### config.mk
export PLATFORM = sky130hd
export DESIGN_NAME = credit_return_buffer
export DESIGN_NICKNAME = d
export VERILOG_FILES = /design/src/rtl/credit_return_buffer.sv
export SDC_FILE = /design/constraint.sdc
export NUM_CORES = 1
export LEC_CHECK = 0
export CORE_MARGIN = 3
export CORE_UTILIZATION = 35
export DETAILED_ROUTE_END_ITERATION = 10
export PLACE_DENSITY = 0.6
export REMOVE_ABC_BUFFERS = 1
export SYNTH_ARGS = -nofsm -noshare
export SYNTH_HDL_FRONTEND = slang
export SYNTH_SLANG_ARGS = --single-unit
export TNS_END_PERCENT = 5
### constraint.sdc
create_clock -name clock -period 3.1 [get_ports clock]
set_clock_uncertainty 0.1 [all_clocks]
set_input_delay 0.62 -clock clock [delete_from_list [all_inputs] [get_ports clock]]
set_output_delay 0.62 -clock clock [all_outputs]
set_load 0.01 [all_outputs]
### src/rtl/credit_return_buffer.sv
// rtl/credit_return_buffer.sv - credit-managed output buffer behind a fixed-latency, non-stallable pipe
// Optional feature macro: CREDIT_RETURN_BUFFER_BYPASS_EN (zero-latency bypass when the buffer is empty).
module credit_return_buffer #(
  parameter type     pe_cfg_t = logic [31:0],
  parameter pe_cfg_t cfg      = '0,
  parameter int      WIDTH    = 16,
  parameter int      DEPTH    = 8,
  parameter int      LATENCY  = 4
) (
  input  logic             clock,
  input  logic             resetn,
  input  logic             i_issue,
  output logic             o_can_issue,
  input  logic             i_valid,
  input  logic [WIDTH-1:0] i_data,
  output logic             o_valid,
  output logic [WIDTH-1:0] o_data,
  input  logic             i_ready,
  output logic [1:0]       o_err
);
  localparam int            PW   = (DEPTH > 1) ? $clog2(DEPTH) : 1;
  localparam int            CW   = $clog2(DEPTH + 1);
  localparam logic [PW-1:0] LAST = PW'(DEPTH - 1);
  localparam logic [CW-1:0] FULL = CW'(DEPTH);

  if (DEPTH < 1 || WIDTH < 1 || $bits(cfg) < 1) begin : g_bad_cfg
    $fatal(1, "credit_return_buffer: DEPTH and WIDTH must be >= 1");
  end
  if (DEPTH < LATENCY + 2) begin : g_slow_cfg
    $warning("credit_return_buffer: DEPTH < LATENCY+2, full throughput not reachable");
  end

  logic [WIDTH-1:0] mem [DEPTH];
  logic [PW-1:0]    wr_ptr, rd_ptr;
  logic [CW-1:0]    count, credits, credits_nxt;
  logic [CW:0]      credits_sum;
  logic             can_issue_q;
  logic [1:0]       err_q;
  logic             empty, full, issue_ok, overflow, wr_en, pop, pop_mem;

  assign empty    = (count == '0);
  assign full     = (count == FULL);
  assign issue_ok = i_issue & can_issue_q;
  assign overflow = i_valid & full;

`ifdef CREDIT_RETURN_BUFFER_BYPASS_EN
  // An arriving beat consumed straight through the bypass never occupies an entry.
  assign o_valid = ~empty | i_valid;
  assign o_data  = !empty ? mem[rd_ptr] : (i_valid ? i_data : '0);
  assign wr_en   = i_valid & ~full & ~(empty & i_ready);
`else
  assign o_valid = ~empty;
  assign o_data  = empty ? '0 : mem[rd_ptr];
  assign wr_en   = i_valid & ~full;
`endif

  // pop returns a credit (bypass included); pop_mem advances the stored head only.
  assign pop     = o_valid & i_ready;
  assign pop_mem = ~empty & i_ready;

  always_comb begin
    credits_sum = {1'b0, credits} + {{CW{1'b0}}, pop} - {{CW{1'b0}}, issue_ok};
    credits_nxt = credits_sum[CW-1:0];
    if (credits_sum > {1'b0, FULL}) begin
      credits_nxt = FULL;
    end
  end

  always_ff @(posedge clock or negedge resetn) begin
    if (!resetn) begin
      wr_ptr      <= '0;
      rd_ptr      <= '0;
      count       <= '0;
      credits     <= FULL;
      can_issue_q <= 1'b1;
      err_q       <= '0;
    end else begin
      if (wr_en) begin
        wr_ptr <= (wr_ptr == LAST) ? '0 : wr_ptr + 1'b1;
      end
      if (pop_mem) begin
        rd_ptr <= (rd_ptr == LAST) ? '0 : rd_ptr + 1'b1;
      end
      count       <= count + CW'(wr_en) - CW'(pop_mem);
      credits     <= credits_nxt;
      can_issue_q <= (credits_nxt != '0);
      err_q       <= err_q | {overflow, i_issue & ~can_issue_q};
    end
  end

  always_ff @(posedge clock) begin
    if (wr_en) begin
      mem[wr_ptr] <= i_data;
    end
  end

  assign o_can_issue = can_issue_q;
  assign o_err       = err_q;
endmodule
-- Word level (Yosys, flattened, before mapping)
Memory sizes are Yosys's and may differ from the RTL's.
Index checks and enable logic that the tools add are counted.
- bits in registers: 17
- bits in writable memories: 128
- input bits: 21
- output and inout bits: 20
- word-level logic and storage cells: 34
- memories kept: 1
- add/subtract/negate cells: 6
- order comparisons: 1
- eq/ne operators: 3
- multiplexer cells: 6
- bitwise operators: 9
- reductions and logical operators: 2
- memories (name ; words ; bits a word ; rd ports ; clocked after Yosys merged registers in ; wr ports ; RTL line ; source):
    mem ; 8 ; 16 ; 1 ; 0 ; 1 ; 33 ; logic [WIDTH-1:0] mem [DEPTH];
- operator list (operator ; number):
    two-way mux 16 bit ; 1
    adder 3 x 1 -> 3 bit (second input constant) ; 2
    equality test 3 bit (second input constant) ; 2
    two-way mux 3 bit ; 2
    adder 4 x 1 -> 5 bit ; 1
    bitwise AND 1 bit ; 5
    > comparator 5 x 4 -> 1 bit (second input constant) ; 1
    subtractor 5 x 1 -> 5 bit ; 1
    adder 4 x 1 -> 4 bit ; 1
    equality test 4 bit (second input constant) ; 1
    logical NOT 4 bit ; 1
    two-way mux 4 bit ; 1
    nonzero test 4 bit ; 1
    subtractor 4 x 1 -> 4 bit ; 1
    inverter 1 bit ; 3
    two-way mux 1 bit ; 2
    OR 2 bit ; 1

-- Longest topological paths before layout
- word-level depth: 8
- depth in mapped cells: 13

-- Worst setup path after synthesis
No wires, ideal clock.
- kind: input port to flip-flop
- start: in i_valid
- end: mem mem[0][0], enable pin
- library setup time: 430 ps
- data arrival time: 2554 ps
- path slack: 16 ps
- cell stages on the path: 3
- cell sequence: a21bo_2 buf_2 nor4_1
- word-level cells in the longest chain between the ends: 3
- ends and longest elaborated chain (what ; RTL line ; source):
    from (decl) ; 14 ; input logic i_valid,
    bitwise AND 1 bit ; 54 ; assign wr_en = i_valid & ~full;
    two-way mux 1 bit ; 92 ; if (wr_en) begin
    two-way mux 1 bit (implied by the code) ; 93 ; mem[wr_ptr] <= i_data;
    to (decl) ; 33 ;
Every way passes these cells.

-- Worst setup path in the final report
- start: reg rd_ptr[0]
- end: out o_data[0]
- word-level cells in the longest chain between the ends: 2
- ends and longest elaborated chain (what ; RTL line ; source):
    from (decl) ; 34 ; logic [PW-1:0] wr_ptr, rd_ptr;
    from (signal assigned) ; 82 ; rd_ptr <= (rd_ptr == LAST) ? '0 : rd_ptr + 1'b1;
    memory (8 x 16 bit) ; - ;
    two-way mux 16 bit ; 53 ; assign o_data = empty ? '0 : mem[rd_ptr];
    to (decl) ; 17 ; output logic [WIDTH-1:0] o_data,
Every way passes these cells.

==> summary.txt <==
=======================================================================
Result of the run                                          finished clean
CORE AREA                                                    0.0161 mm²
Slew @ Worst Pin                                                 810 ps
Wire length reported by the detailed router                    11000 µm
Yosys reg bits                                                      145
Highest-count cells in the layout ignoring fill and taps   edfxtp_1, clkdlybuf4s50_1, mux4_2
Buffers added on ports                                               40
Post-Place Cell Area                                        0.00660 mm²
Dominant cells by area after synthesis                     edfxtp_1, mux4_2, dfrtp_1
Utilization of the core after routing                             44.8%
Crit path max fanout                                                  8
Cell type with the highest aggregate area in the netlist       edfxtp_1
Die area                                                     0.0183 mm²
Fmax                                                            331 MHz
H-Tree Level Count                                                    4
Worst Path Class, Setup                                    flip-flop to output port
Synth-to-Final Area Change                                        23.5%
Floorplan die width                                              135 µm
Initial core utilization                                          36.3%
DRC violations left                                                   0
Depth of the worst register-to-register path                         12
Final-report hold violation count                                     0
Leakage                                                         2.65 nW
Commonest non-fill, non-tap cell in the layout                 edfxtp_1
Final Max Tran Viols                                                  0
Syn. warnings                                                         0
Gate count of the mapped netlist                                    289
Post-route worst hold slack                                      365 ps
DP Wirelength                                                   6260 µm
Type of the most critical hold path                        flip-flop to flip-flop
Data required, critical path                                    2380 ps
TritonCTS clock tree                                                yes
Routability Congestion                                            0.752
Antenna cell count                                                    0
Highest metal layer used by the detailed router                    met4
Count of standard-cell rows                                          46
Power per Cell Area                                          962 mW/mm²
Met3 WL                                                          468 µm
Number of global-route vias before repair                          3205
Mean instance size in the synthesized netlist                  20.2 µm²
Clock transition at the registers of the reported paths           50 ps
Height of the die                                                135 µm
Proportion of layout cells with a drive suffix above 1            24.4%
Iter 0 DRT Violations                                               190
Wire length per cell                                            18.9 µm
Post-route total power                                          6.95 mW
Max Buffers Root-to-Sink                                              2
Remaining global-route overflow                                       0
Nature of the critical path startpoint                        flip-flop
Number of antenna-violating nets in the routed design                 0
Via/cell ratio                                                     4.93
GRT Resource Usage Total                                          13.1%
Max VDD drop                                                     473 µV
Final setup viols                                                     0
Later-pin clock latency in the skew report                       410 ps
Total via count after detailed routing                             2883
Nets@finish                                                         395
Largest net degree at the start of global routing                    21
Depth of the worst hold-timing path                                   1
Maxcap violations                                                     0
Crit path time final                                            3020 ps
Post-synth top area share                                         65.7%
Period Utilization, post-route                                    97.4%
Post-route worst setup slack                                    79.1 ps
Post-CTS Hold Fix Bufs                                                0
Sequential share of the synthesized area                          73.1%
Total clock sinks                                                   145
Syn Std Cell Area                                           0.00585 mm²
Crit path arrival time                                          2300 ps
Iteration count of the initial detailed-routing pass                  4
Global-route wire length before repair                         17600 µm
Amount of wire on met2 after detailed routing                   5520 µm
I/O pin count                                                        41
Final instance area                                         0.00722 mm²
Setup slack at placement                                        31.8 ps
Count of distinct cell types in the synthesized netlist              35
Master cell of the clock root buffer                          clkbuf_16
Type of element capturing the critical path                 output port
Initial antenna violation count                                       0
Remaining max-slew budget at the tightest pin                     45.9%
Number of clock buffers inserted by TritonCTS                        17
Sum of routed wire segments on met1                             4870 µm
=======================================================================
-- final timing paths --
kind                           start     endpoint  slack (ps)
setup / recovery           rd_ptr[0]    o_data[0]          80
hold / removal              o_err[0]     o_err[0]         370
setup reg to reg            count[1]  o_can_issue         390
hold reg to reg             o_err[0]     o_err[0]         370
max in group asynchronous     resetn    rd_ptr[0]        1760
min in group asynchronous     resetn   credits[0]         580
-- cell families after synthesis --
group / after synthesis / share of synthesized area [%]
adder cells (fa/ha/maj): 17 / 3.89
multiplexers: 36 / 13.5
flip-flops: 145 / 73.1
AND/OR/NAND/NOR: 32 / 2.82
buffers and inverters: 27 / 2.33
AO/OA/AOI/OAI: 27 / 3.66
XOR/XNOR: 5 / 0.749
-- synthesized netlist by cell type --
cell and count:
clkbuf_2 1, a21oi_1 4, nor2_2 1, dfstp_2 2, buf_2 6, dfrtp_1 15
buf_4 1, mux2_2 4, fa_1 2, nor2b_1 1, xor2_1 2, nand2_1 5
nor4_1 1, nand2b_1 4, a21bo_2 1, nor2_1 6, mux4_2 26, a22o_1 16
ha_1 15, or2_2 1, nor3b_1 1, o21ai_0 1, xnor2_1 3, nand3b_1 1
nand3_1 1, clkbuf_1 1, a21o_1 4, buf_6 3, mux4_1 6, a31o_2 1
inv_1 15, or3_1 1, and2_1 2, nor3_1 7, edfxtp_1 128
-- per-stage QoR --
step                cells  TNS, ps
floorplan             277        0
global placement      549        0
detailed placement    549        0
CTS                   580        0
global route          585    -4.60
finish                585        0
-- final cells by class --
class,count,area [µm²]
clock buffers,20,437
multi-input cells,117,1470
clock inverters,11,67.6
flip-flops and latches,145,4270
fillers,1383,8890
inverters,15,56.3
well taps,216,270
repair buffers,61,644
-- per-layer routing --
layer / global-route usage, % / vias up
met4: 4.76 / 0
met2: 21.7 / 63
met1: 16.2 / 1496
li1: - / 1310
met3: 4.35 / 14
met5: 0 / -
-- where the power goes --
part	total (mW)	internal [mW]	switching (mW)	leakage (nW)
clock network	1.74	1.01	0.731	0.243
registers	2.66	2.51	0.154	1.36
logic	2.55	1.36	1.19	1.04
-- timing repair --
action / in CTS / in global routing
buffers inserted: 0 / 4
pin swaps: 0 / 0
endpoints found under the setup margin: 9 / 16
gates cloned: 0 / 1
gates resized for setup: 2 / 20
-- critical path: stages, from the launching register on --
cell	delay (ps)
dfrtp_2	410
buf_12	150
buf_6	150
mux4_2	510
a22o_1	200
clkdlybuf4s50_1	480
-- state kept, by name (all words and copies together), names as in the netlist --
| register | flops |
|---|---|
| credits | 4 |
| o_err | 2 |
| wr_ptr | 3 |
| rd_ptr | 3 |
| count | 4 |
| mem | 128 |
| o_can_issue | 1 |
No activity file was read; power rests on OpenSTA's default activity.
